==> config.mk <==
export PLATFORM = sky130hd
export DESIGN_NAME = flicker_pwm
export DESIGN_NICKNAME = d
export VERILOG_FILES = /design/src/rtl/flicker_pwm.sv
export SDC_FILE = /design/constraint.sdc
export NUM_CORES = 1
export LEC_CHECK = 0
export CORE_UTILIZATION = 50
export DETAILED_ROUTE_END_ITERATION = 12
export PLACE_DENSITY = 0.69
export SETUP_SLACK_MARGIN = 0.02
export SLEW_MARGIN = 20
export SYNTH_ARGS = -nofsm -noshare
export SYNTH_HDL_FRONTEND = slang
export SYNTH_SLANG_ARGS = --single-unit
==> constraint.sdc <==
create_clock -name clk -period 7.2 [get_ports clk]
set_input_delay 0.72 -clock clk [delete_from_list [all_inputs] [get_ports clk]]
set_output_delay 0.72 -clock clk [all_outputs]
set_load 0.005 [all_outputs]
==> src/rtl/flicker_pwm.sv <==
// flicker_pwm: candle brightness engine.
// Fetches 4 random bits from an external LFSR, turns the nibble into a target
// brightness (clamped to FLOOR), ramps the current level one step per PWM
// frame toward it, dwells for HOLD_FRAMES frames, then fetches again.
// The level drives a 16-step PWM waveform on pwm_out.
//
// Handshake: rnd_req is a plain level request, high only while in FETCH.
// The LFSR shifts on every clock edge where rnd_req is high, so FETCH lasts
// exactly 4 cycles to bring in 4 fresh bits. rnd_in is read one cycle later
// in SAMPLE, after the last shift has settled.
module flicker_pwm #(
  parameter int         HOLD_FRAMES = 8,
  parameter logic [3:0] FLOOR       = 4'd6
) (
  input  logic       clk,
  input  logic       reset,
  input  logic       run,
  input  logic [3:0] rnd_in,
  output logic       rnd_req,
  output logic [3:0] level,
  output logic       pwm_out,
  output logic [2:0] dbg_state_o
);

  typedef enum logic [2:0] {
    S_IDLE   = 3'd0,
    S_FETCH  = 3'd1,
    S_SAMPLE = 3'd2,
    S_RAMP   = 3'd3,
    S_HOLD   = 3'd4
  } state_t;

  localparam logic [7:0] HOLD_LAST = 8'(HOLD_FRAMES);

  state_t     state_q, state_d;
  logic [3:0] level_q, level_d;
  logic [3:0] target_q, target_d;
  logic [3:0] pwm_cnt_q, pwm_cnt_d;
  logic [1:0] fetch_cnt_q, fetch_cnt_d;
  logic [7:0] hold_cnt_q, hold_cnt_d;
  logic       frame_end;

  assign frame_end = (pwm_cnt_q == 4'd15);

  // State and datapath registers; everything clears on asynchronous reset.
  always_ff @(posedge clk or posedge reset) begin
    if (reset) begin
      state_q     <= S_IDLE;
      level_q     <= 4'd0;
      target_q    <= 4'd0;
      pwm_cnt_q   <= 4'd0;
      fetch_cnt_q <= 2'd0;
      hold_cnt_q  <= 8'd0;
    end else begin
      state_q     <= state_d;
      level_q     <= level_d;
      target_q    <= target_d;
      pwm_cnt_q   <= pwm_cnt_d;
      fetch_cnt_q <= fetch_cnt_d;
      hold_cnt_q  <= hold_cnt_d;
    end
  end

  // Next-state logic: run=0 wins in every state and freezes level/target.
  always_comb begin
    state_d     = state_q;
    level_d     = level_q;
    target_d    = target_q;
    fetch_cnt_d = fetch_cnt_q;
    hold_cnt_d  = hold_cnt_q;
    // PWM counter free-runs in every state, wrapping 15 -> 0.
    pwm_cnt_d   = pwm_cnt_q + 4'd1;

    if (!run) begin
      state_d = S_IDLE;
    end else begin
      case (state_q)
        S_IDLE: begin
          state_d     = S_FETCH;
          fetch_cnt_d = 2'd0;
        end
        S_FETCH: begin
          if (fetch_cnt_q == 2'd3) begin
            state_d = S_SAMPLE;
          end else begin
            fetch_cnt_d = fetch_cnt_q + 2'd1;
          end
        end
        S_SAMPLE: begin
          target_d = (rnd_in < FLOOR) ? FLOOR : rnd_in;
          state_d  = S_RAMP;
        end
        S_RAMP: begin
          // Level only moves on a frame boundary so every frame is whole.
          if (frame_end) begin
            if (level_q == target_q) begin
              state_d    = S_HOLD;
              hold_cnt_d = 8'd0;
            end else if (level_q < target_q) begin
              level_d = level_q + 4'd1;
            end else begin
              level_d = level_q - 4'd1;
            end
          end
        end
        S_HOLD: begin
          if (frame_end) begin
            if (hold_cnt_q + 8'd1 == HOLD_LAST) begin
              state_d     = S_FETCH;
              fetch_cnt_d = 2'd0;
            end else begin
              hold_cnt_d = hold_cnt_q + 8'd1;
            end
          end
        end
        default: begin
          state_d = S_IDLE;
        end
      endcase
    end
  end

  assign rnd_req     = (state_q == S_FETCH);
  assign pwm_out     = (pwm_cnt_q < level_q);
  assign level       = level_q;
  assign dbg_state_o = state_q;

endmodule

==> metrics <==
Vias/cell=5.593; Worst Setup Slack, final=4.337 ns; I/O pin count=16; Max Clock Skew=0.01079 ns; Max stage delay on crit path=0.51 ns; post-synthesis register bit count=25; Net Sw Power=0.0001169 W; critical path data arrival time=2.14 ns; leakage power=0.8212 nW; DR vias=1,264; WS Path Type=reg2out; die height=59.28 um; type of origin of the critical path=flop; Max Cap Viol=0; Async S/R FF share, synth=100.0%; post-synthesis net count=188; Sequential Area=625.6 um2; switch share=32.58%; clock share of power=17.5%; Hold WC Path Type=reg2reg; # diodes=0; site row count=20; Fin. Hold Viols=0; pwr dens=194.9 nW/um2; Hold Buf Count CTS=0; Tmin final=2.863 ns; delay-heaviest family, CP=buffers and inverters; H-tree depth=1; Initial Util=53.29%; Antenna Nets Post-Route=0; setup_tns=0 ns; final number of setup-violating endpoints=0; final net count=204; Power Internal=0.0002418 W; Synth cell types=48; Slew Limit Headroom=38.61%; slowest cell on the critical path=clkdlybuf4s50_1; worst slack at placement=4.447 ns; Yosys warnings=0; register area share after synthesis=38.14%; Buf/Inv on CP=2; Slew @ Worst Pin=0.9151 ns; part of the power in registers=48.8%; Die ar.=3514 um2; unrepaired setup endpoints after global routing=false; synthesized area per cell=9.822 um2; Most used DFF post-synth=dfrtp_1; CTS tree=yes; multi-input logic area=942.2 um2; # Post-CTS Setup Buffers=0; Reg clk slew, reported paths=0.13 ns; Inserted Clock Buffers=3; largest net degree at the start of global routing=26; CP Data Required Time=6.48 ns; layout cells sized above 1=12.09%; CP Capture Type=primary output; CORE AREA=3078 um2; clk sink count=25; Combinational Power Share=33.7%; cells after synthesis=167; outcome=finished clean; Final GP Congestion=0.8111; Total Routed Length=3118 um; routed len/inst=13.80 um; clock latency on the worst-skew pair=0.31 ns; Die X=59.28 um; first-pass GRT wire length=5499 um; root buf cell=clkbuf_4; DR pass1 iterations=4; antenna violations before repair=0; post-CTS sizing=0; Detail Placement HPWL=2324 um; Area Growth Syn to Fin=12.20%; Final period util=39.76%; port bufs=15; GRT Overall Usage=20.54%; CTS Buffer Depth=2; filler cell count=271; Peak VDD IR=0.0001269 V; Final Max Slew Viols=0; initial DRC count=41; GRT Residual Overflow=0; Post-route DRC=0; cell area after synthesis=1640 um2; fmax=0.3493 GHz; critical-path maximum fanout=6; vias in the first global route=1,274; cells along the critical path=inv_1, ha_1, a21boi_0, o21ai_0, nand2b_1, a21oi_1, clkdlybuf4s50_1; Post-synth EDFFs=0
[cell type report]
cell class	instances	share of cell area, %
multi-input combinational	127	51.19
sequential	25	33.99
timing repair buffer	15	8.158
tap	44	2.991
inverter	11	2.243
clock buffer	4	1.428
[layer usage]
layer	global-route usage, %	part of all wire (%)	up-vias
met2	36.28	49	12
met4	7.143	0.77	0
met1	25.45	48	610
met5	0	0	-
li1	-	-	640
met3	2.838	2.0	2
[placed cells by master (no fill, tap or decap), drive strengths merged, types with 2 or more instances in the layout]
cell type / instances
a21boi: 2
nor3: 3
nand3: 10
a21oi: 10
o21a: 2
inv: 10
nor3b: 5
xor2: 2
o21ai: 15
clkdlybuf4s50: 15
o41ai: 2
ha: 13
nand2b: 3
or3: 2
a21o: 3
a31oi: 3
nand4: 2
nor2: 7
and4: 2
mux2: 2
dfrtp: 25
clkbuf: 4
xnor2: 4
a31o: 2
and3: 4
and3b: 3
o31ai: 4
nand2: 13
[registers in the layout, summed over array words and instances, names as in the netlist]
name         flops
dbg_state_o      3
fetch_cnt_q      2
hold_cnt_q       8
level            4
pwm_cnt_q        4
target_q         4
[metrics by stage]
stage | utilization (%) | instances | power (W) | cell area [um2] | hold WS (ns)
after floorplan | - | 167 | 0.0002621 | 1640 | 0.4341
after global placement | 58.94 | 222 | 0.0002885 | 1814 | 0.4541
after detailed placement | 58.94 | 222 | 0.0002976 | 1814 | 0.4598
after CTS | 59.80 | 226 | 0.0003624 | 1841 | 0.4790
after global routing | 59.80 | 226 | 0.0003870 | 1841 | 0.5205
final | 59.80 | 226 | 0.0003587 | 1841 | 0.4799
[kinds of logic after synthesis]
group                    after synthesis  synth area share [%]
flip-flops                            25                 38.14
AO/OA/AOI/OAI                         47                 20.29
buffers and inverters                 15                 4.424
XOR/XNOR                               6                 3.204
AND/OR/NAND/NOR                       58                 21.44
adder cells (fa/ha/maj)               14                 11.14
multiplexers                           2                 1.373
[synth_stat cells, types with 3 or more instances]
cell type / instances / area (um2)
a21o_1: 3 / 22.52
and3b_1: 3 / 26.28
nand3_1: 9 / 45.04
nor2_1: 6 / 22.52
inv_1: 11 / 41.29
a21oi_1: 10 / 50.05
o21ai_1: 6 / 30.03
nand2_1: 12 / 45.04
nor3b_1: 4 / 30.03
o31ai_1: 3 / 22.52
xnor2_1: 4 / 35.03
ha_1: 13 / 162.7
nand2b_1: 3 / 18.77
dfrtp_1: 25 / 625.6
and3_1: 4 / 25.02
o21ai_0: 9 / 45.04
[power by group through the flow]
stage                     sequential [W]  combinational, W   clock, W
after detailed placement        0.000178          0.000119          0
final                           0.000175          0.000121  0.0000626
after global placement          0.000177          0.000111          0
after global routing            0.000178          0.000138  0.0000713
after floorplan                 0.000172         0.0000905          0
after CTS                       0.000175          0.000121  0.0000660
[worst register-to-register path: cells and delay by family (launching register included)]
kind	cells	cell delay, ns
AOI/OAI and AO/OA	5	0.72
xor gates and xnor gates	1	0.13
adders and majority gates	2	0.64
DFF	1	0.48
and+or+nand+nor	3	0.76
[worst paths after layout]
| check | start | to | slack, ns | cells past startpoint |
|---|---|---|---|---|
| min | pwm_cnt_q[0]$_DFF_PP0_ | pwm_cnt_q[0]$_DFF_PP0_ | 0.48 | 1 |
| min in group asynchronous | reset | target_q[3]$_DFFE_PP0P_ | 0.78 | 2 |
| max in group asynchronous | reset | level[3]$_DFFE_PP0P_ | 5.99 | 2 |
| min reg2reg | pwm_cnt_q[0]$_DFF_PP0_ | pwm_cnt_q[0]$_DFF_PP0_ | 0.48 | 1 |
| max | level[1]$_DFFE_PP0P_ | pwm_out | 4.34 | 7 |
| max reg2reg | level[1]$_DFFE_PP0P_ | level[3]$_DFFE_PP0P_ | 4.41 | 11 |
No activity file was read; power rests on OpenSTA's default activity.
